`src/rtl/initial_logic.sv`:
```
// Ingress stage: main FIFO feeding two class-routed VC FIFOs with per-VC backpressure.
// Optional build macro INITIAL_LOGIC_STATS_EN adds saturating per-VC transfer counters.
module initial_logic #(
  parameter int data_width   = 6,
  parameter int VC_BIT       = 5,
  parameter int main_aw      = 3,
  parameter int vc_aw        = 4,
  parameter int vc_af_margin = 2
) (
  input  logic                  clk,
  input  logic                  reset_L,
  input  logic [data_width-1:0] data_in,
  input  logic                  push_main,
  input  logic                  pop_VC0,
  input  logic                  pop_VC1,
  output logic [data_width-1:0] data_out_VC0,
  output logic [data_width-1:0] data_out_VC1,
  output logic                  empty_fifo_VC0,
  output logic                  empty_fifo_VC1,
  output logic                  full_main,
  output logic                  almost_full_main,
  output logic                  error_main,
  output logic                  error_VC0,
  output logic                  error_VC1
`ifdef INITIAL_LOGIC_STATS_EN
  ,
  output logic [7:0]            routed_VC0,
  output logic [7:0]            routed_VC1
`endif
);

  localparam int MAIN_DEPTH = 1 << main_aw;
  localparam int VC_DEPTH   = 1 << vc_aw;
  localparam logic [main_aw:0] MAIN_FULL = (main_aw+1)'(MAIN_DEPTH);
  localparam logic [main_aw:0] MAIN_AF   = (main_aw+1)'(MAIN_DEPTH - 2);
  localparam logic [vc_aw:0]   VC_LIMIT  = (vc_aw+1)'(VC_DEPTH - vc_af_margin);

  // Main FIFO
  logic [data_width-1:0] main_mem [MAIN_DEPTH];
  logic [main_aw-1:0]    main_wr_ptr_reg, main_rd_ptr_reg;
  logic [main_aw:0]      main_cnt_reg, main_cnt_next;
  logic                  main_empty, main_push;
  logic                  error_main_reg;
  logic [data_width-1:0] main_head;

  // Transfer stage and per-VC views
  logic                  xfer, xfer_tgt;
  logic [1:0]            vc_pop_req;
  logic [1:0]            vc_empty;
  logic [1:0]            vc_err;
  logic [vc_aw:0]        vc_cnt  [2];
  logic [data_width-1:0] vc_head [2];
`ifdef INITIAL_LOGIC_STATS_EN
  logic [7:0]            routed_cnt [2];
`endif

  assign main_empty       = (main_cnt_reg == '0);
  assign full_main        = (main_cnt_reg == MAIN_FULL);
  assign almost_full_main = (main_cnt_reg >= MAIN_AF);
  assign main_head        = main_mem[main_rd_ptr_reg];

  // Strict order: only the head may move, and only into a VC with headroom.
  assign xfer_tgt  = main_head[VC_BIT];
  assign xfer      = !main_empty && (vc_cnt[xfer_tgt] < VC_LIMIT);
  assign main_push = push_main && (!full_main || xfer);

  always_comb begin
    main_cnt_next = main_cnt_reg;
    if (main_push && !xfer)
      main_cnt_next = main_cnt_reg + 1'b1;
    else if (!main_push && xfer)
      main_cnt_next = main_cnt_reg - 1'b1;
  end

  always_ff @(posedge clk or negedge reset_L) begin
    if (!reset_L) begin
      main_wr_ptr_reg <= '0;
      main_rd_ptr_reg <= '0;
      main_cnt_reg    <= '0;
      error_main_reg  <= 1'b0;
    end else begin
      if (main_push)
        main_wr_ptr_reg <= main_wr_ptr_reg + 1'b1;
      if (xfer)
        main_rd_ptr_reg <= main_rd_ptr_reg + 1'b1;
      main_cnt_reg <= main_cnt_next;
      if (push_main && !main_push)
        error_main_reg <= 1'b1;
    end
  end

  // When full, the write lands on the slot the transfer is vacating this edge.
  always_ff @(posedge clk) begin
    if (main_push)
      main_mem[main_wr_ptr_reg] <= data_in;
  end

  assign error_main = error_main_reg;
  assign vc_pop_req = {pop_VC1, pop_VC0};

  genvar gi;
  generate
    for (gi = 0; gi < 2; gi++) begin : g_vc
      logic [data_width-1:0] mem [VC_DEPTH];
      logic [vc_aw-1:0]      wr_ptr_reg, rd_ptr_reg;
      logic [vc_aw:0]        cnt_reg, cnt_next;
      logic                  push, pop, err_reg;

      assign push = xfer && (xfer_tgt == 1'(gi));
      assign pop  = vc_pop_req[gi] && !vc_empty[gi];

      always_comb begin
        cnt_next = cnt_reg;
        if (push && !pop)
          cnt_next = cnt_reg + 1'b1;
        else if (!push && pop)
          cnt_next = cnt_reg - 1'b1;
      end

      always_ff @(posedge clk or negedge reset_L) begin
        if (!reset_L) begin
          wr_ptr_reg <= '0;
          rd_ptr_reg <= '0;
          cnt_reg    <= '0;
          err_reg    <= 1'b0;
        end else begin
          if (push)
            wr_ptr_reg <= wr_ptr_reg + 1'b1;
          if (pop)
            rd_ptr_reg <= rd_ptr_reg + 1'b1;
          cnt_reg <= cnt_next;
          if (vc_pop_req[gi] && vc_empty[gi])
            err_reg <= 1'b1;
        end
      end

      always_ff @(posedge clk) begin
        if (push)
          mem[wr_ptr_reg] <= main_head;
      end

      assign vc_cnt[gi]   = cnt_reg;
      assign vc_empty[gi] = (cnt_reg == '0);
      assign vc_head[gi]  = vc_empty[gi] ? '0 : mem[rd_ptr_reg];
      assign vc_err[gi]   = err_reg;

`ifdef INITIAL_LOGIC_STATS_EN
      logic [7:0] routed_reg;
      always_ff @(posedge clk or negedge reset_L) begin
        if (!reset_L)
          routed_reg <= '0;
        else if (push && (routed_reg != 8'hFF))
          routed_reg <= routed_reg + 1'b1;
      end
      assign routed_cnt[gi] = routed_reg;
`endif
    end
  endgenerate

  assign data_out_VC0   = vc_head[0];
  assign data_out_VC1   = vc_head[1];
  assign empty_fifo_VC0 = vc_empty[0];
  assign empty_fifo_VC1 = vc_empty[1];
  assign error_VC0      = vc_err[0];
  assign error_VC1      = vc_err[1];
`ifdef INITIAL_LOGIC_STATS_EN
  assign routed_VC0     = routed_cnt[0];
  assign routed_VC1     = routed_cnt[1];
`endif

endmodule
```
`config.mk`:
```
export PLATFORM = sky130hd
export DESIGN_NAME = initial_logic
export DESIGN_NICKNAME = d
export VERILOG_FILES = /design/src/rtl/initial_logic.sv
export SDC_FILE = /design/constraint.sdc
export NUM_CORES = 1
export LEC_CHECK = 0
export BUFFER_PORTS_ARGS = -buffer_cell sky130_fd_sc_hd__buf_2
export CAP_MARGIN = 40
export CORE_MARGIN = 2
export CORE_UTILIZATION = 56
export CTS_CLUSTER_DIAMETER = 60
export DETAILED_ROUTE_END_ITERATION = 8
export GPL_ROUTABILITY_DRIVEN = 1
export PLACE_DENSITY = 0.86
export SYNTH_ARGS = -nofsm -noshare
export SYNTH_HDL_FRONTEND = slang
export SYNTH_SLANG_ARGS = --single-unit
```
`constraint.sdc`:
```
create_clock -name clk -period 2.8 [get_ports clk]
set_input_delay 0.14 -clock clk [delete_from_list [all_inputs] [get_ports clk]]
set_output_delay 0.14 -clock clk [all_outputs]
set_load 0.005 [all_outputs]
```
==> qor.yml <==
tightest_slew_ps: 896
cts_buffer_depth: 3
fmax_ghz: 0.358
rrSetupSlack_ps: 6
drv_cap: 0
ant_nets: 0
p_leak_nw: 4.71
path_class: "register to register"
syn-num-nets: 638
slew_headroom_pct: 39.8
crit_chain: "mux2_4, o22ai_4, nor3_2, buf_4, ha_4, inv_4, ha_4, nor2b_4, o21a_1, or3_1, a21oi_2, xor2_1"
layout-drive-gt1-share_pct: 33.8
grt_max_degree: 33
status: "completed"
cp_slowest_cell: "dfrtp_2"
antenna_found_initial: 0
dieWidth_um: 148
insertedDiodeCount: 0
cts_inserted_buffers: 27
synth_seq_area_share_pct: 70.2
pin_count: 30
ys_dominant_reg_cell: "edfxtp_1"
ir_drop_mv: 0.824
post-dp-hpwl_um: 14200
grt_pass1_vias: 6400
slew_violations: 0
cpPeakStageDelay_ps: 470
setup_viol_count_final: 0
grt_pass1_wl_um: 36100
num_vias: 5973
drc: 0
largest_reg_flops: 192
clkSlewWorstSetupHoldPaths_ps: 60
drt-initial-drc-count: 533
cts_sinks: 279
dp_cells: 910
hp-class: "primary input to asynchronous set/reset pin"
gp_congestion: 0.766
final_nets: 729
row_count: 52
layoutNonFillerInstCount: 981
clock_latency_ps: 530
cts_tree: "done"
fin_crit_ps: 2790
die_y_um: 148
filler_cell_count: 1220
ys_types: 53
period_share_pct: 99.8
startpoint_type: "register"
ff2ff_path_depth: 12
htreeDepth: 1
coreArea_um2: 20300
synth_edf_count: 240
timing.rr.end: "g_vc[1].cnt_reg[4]$_DFFE_PN0P_"
wl_per_cell_um: 23.5
area_growth_pct: 15.8
place.port_buffers: 29
crit_path_max_fanout: 6
die-area_um2: 22000
power_density_nw_per_um2: 1230
cp_common_cell: "ha_4"
arrival_ps: 3230
required_ps: 3240
syn-cell-area_um2: 11700
rsz0062_at_grt: "true"
syn_avg_cell_area_um2: 19.4
drt-pass1-iter-count: 5
hold_viol_final: 0
synthArstFlopShare_pct: 14.0
viasPerCell: 6.09
yosys_warnings: 0
synth-seq-cells: 279
cts_root_buf: "clkbuf_16"
synthCells: 601
start_util_pct: 57.4
grt_usage_pct: 21.6
overflow: 0
skew_ps: 10.7
timing.rr.start: "main_rd_ptr_reg[0]$_DFFE_PN0N_"
crit_path_end_kind: "register"
drt_wl_total_um: 23000
setup_tns_ps: 0
-- layout make-up --
type / count / area, µm² / share of cell area (%)
sequential: 279 / 8190 / 60.7
multi-input combinational: 281 / 3400 / 25.2
clock inverter: 13 / 121 / 0.899
clock buffer: 35 / 736 / 5.45
inverter: 14 / 57.6 / 0.426
timing repair buffer: 89 / 661 / 4.90
tap: 270 / 338 / 2.50
-- placed cells by master (no fill, tap or decap), types with 5 or more instances in the layout --
cell	netlist	layout
a21o_1	8	8
and2_1	6	6
and3_1	15	15
buf_2	7	31
buf_4	0	43
clkbuf_1	10	5
clkbuf_16	0	27
dfrtp_1	39	36
dlygate4sd3_1	0	10
edfxtp_1	240	240
ha_1	23	18
inv_1	10	7
inv_2	4	5
mux2_2	8	7
mux4_2	70	70
nand2_1	21	19
nand2b_1	5	5
nand4_1	5	5
nor2b_1	17	15
o21ai_1	5	5
xnor2_1	21	21
xor2_1	8	8
-- per-stage QoR --
| step | power (mW) | hold slack (ps) | setup WS [ps] | utilization [%] | instance area [µm²] |
|---|---|---|---|---|---|
| 2_1_floorplan | 10.7 | -156 | 0.321 | - | 11700 |
| 3_3_place_gp | 12.2 | 330 | 53.2 | 60.5 | 12300 |
| 3_5_place_dp | 12.6 | 89.7 | -170 | 60.7 | 12300 |
| 4_1_cts | 16.4 | 71.8 | -5.69 | 65.9 | 13400 |
| 5_1_grt | 17.4 | 86.8 | -110 | 66.5 | 13500 |
| 6_report | 16.6 | 78.6 | 6.20 | 66.5 | 13500 |
-- worst max path at each step --
stage	start	depth (start not counted)	endpoint
final	main_rd_ptr_reg[0]$_DFFE_PN0N_	12	g_vc[1].cnt_reg[4]$_DFFE_PN0P_
after global routing	main_rd_ptr_reg[0]$_DFFE_PN0N_	13	main_cnt_reg[3]$_DFFE_PN0P_
after CTS	main_cnt_reg[0]$_DFFE_PN0P_	12	g_vc[1].cnt_reg[4]$_DFFE_PN0P_
after detailed placement	main_rd_ptr_reg[0]$_DFFE_PN0N_	12	g_vc[1].cnt_reg[4]$_DFFE_PN0P_
after global placement	main_rd_ptr_reg[0]$_DFFE_PN0N_	12	g_vc[1].cnt_reg[4]$_DFFE_PN0P_
after floorplan	main_rd_ptr_reg[0]$_DFFE_PN0N_	15	g_vc[0].cnt_reg[4]$_DFFE_PN0P_
-- metal layers --
layer | track usage [%] | routed length (µm)
met3 | 3.22 | 1420
met4 | 6.76 | 650
met5 | 0 | 0
met2 | 37.6 | 12100
met1 | 28.7 | 8850
-- worst max-delay path: cells and delay by family (launching register included) --
kind,cells,cell delay [ps]
simple gates,3,510
fa+ha+maj,2,380
flops,1,470
xor+xnor,1,190
buf+inv,2,240
compound gates,3,570
mux,1,340
-- repair_timing --
action	in CTS	in global routing
pin swaps	7	7
setup buffers	5	8
resized for setup	12	14
hold endpoints to repair	90	0
setup endpoints to repair	3	3
hold buffers	10	0
-- power breakdown --
part / leakage, nW / internal, mW / switching [mW]
clock: 0.411 / 2.03 / 1.45
combinational: 1.67 / 3.03 / 3.47
sequential: 2.62 / 6.01 / 0.571
total: 4.71 / 11.1 / 5.49
-- synthesized netlist by cell type, types with 4 or more instances --
cell type | count | area share, %
nand4_1 | 5 | 0.27
mux2_2 | 8 | 0.77
clkbuf_1 | 10 | 0.32
edfxtp_1 | 240 | 62
nor4b_1 | 4 | 0.30
o21ai_0 | 4 | 0.17
inv_2 | 4 | 0.13
nand2_1 | 21 | 0.68
a21oi_1 | 5 | 0.21
nand2b_1 | 5 | 0.27
nor2_1 | 4 | 0.13
dfrtp_1 | 39 | 8.4
mux4_2 | 70 | 14
buf_2 | 7 | 0.30
nor4_1 | 4 | 0.21
and3_1 | 15 | 0.81
o21ai_1 | 5 | 0.21
nor3b_2 | 4 | 0.43
and4_1 | 4 | 0.30
and2_1 | 6 | 0.32
xnor2_1 | 21 | 1.6
a21o_1 | 8 | 0.52
inv_1 | 10 | 0.32
ha_1 | 23 | 2.5
buf_6 | 7 | 0.68
nor2b_1 | 17 | 0.91
xor2_1 | 8 | 0.60
-- cell families after synthesis --
family / after synthesis / share of synthesized area [%]
AND/OR/NAND/NOR: 110 / 6.10
buffers and inverters: 41 / 1.85
flip-flops: 279 / 70.2
AO/OA/AOI/OAI: 31 / 1.69
multiplexers: 85 / 15.0
XOR/XNOR: 29 / 2.18
adder cells (fa/ha/maj): 26 / 2.98
No activity file was read; power rests on OpenSTA's default activity.
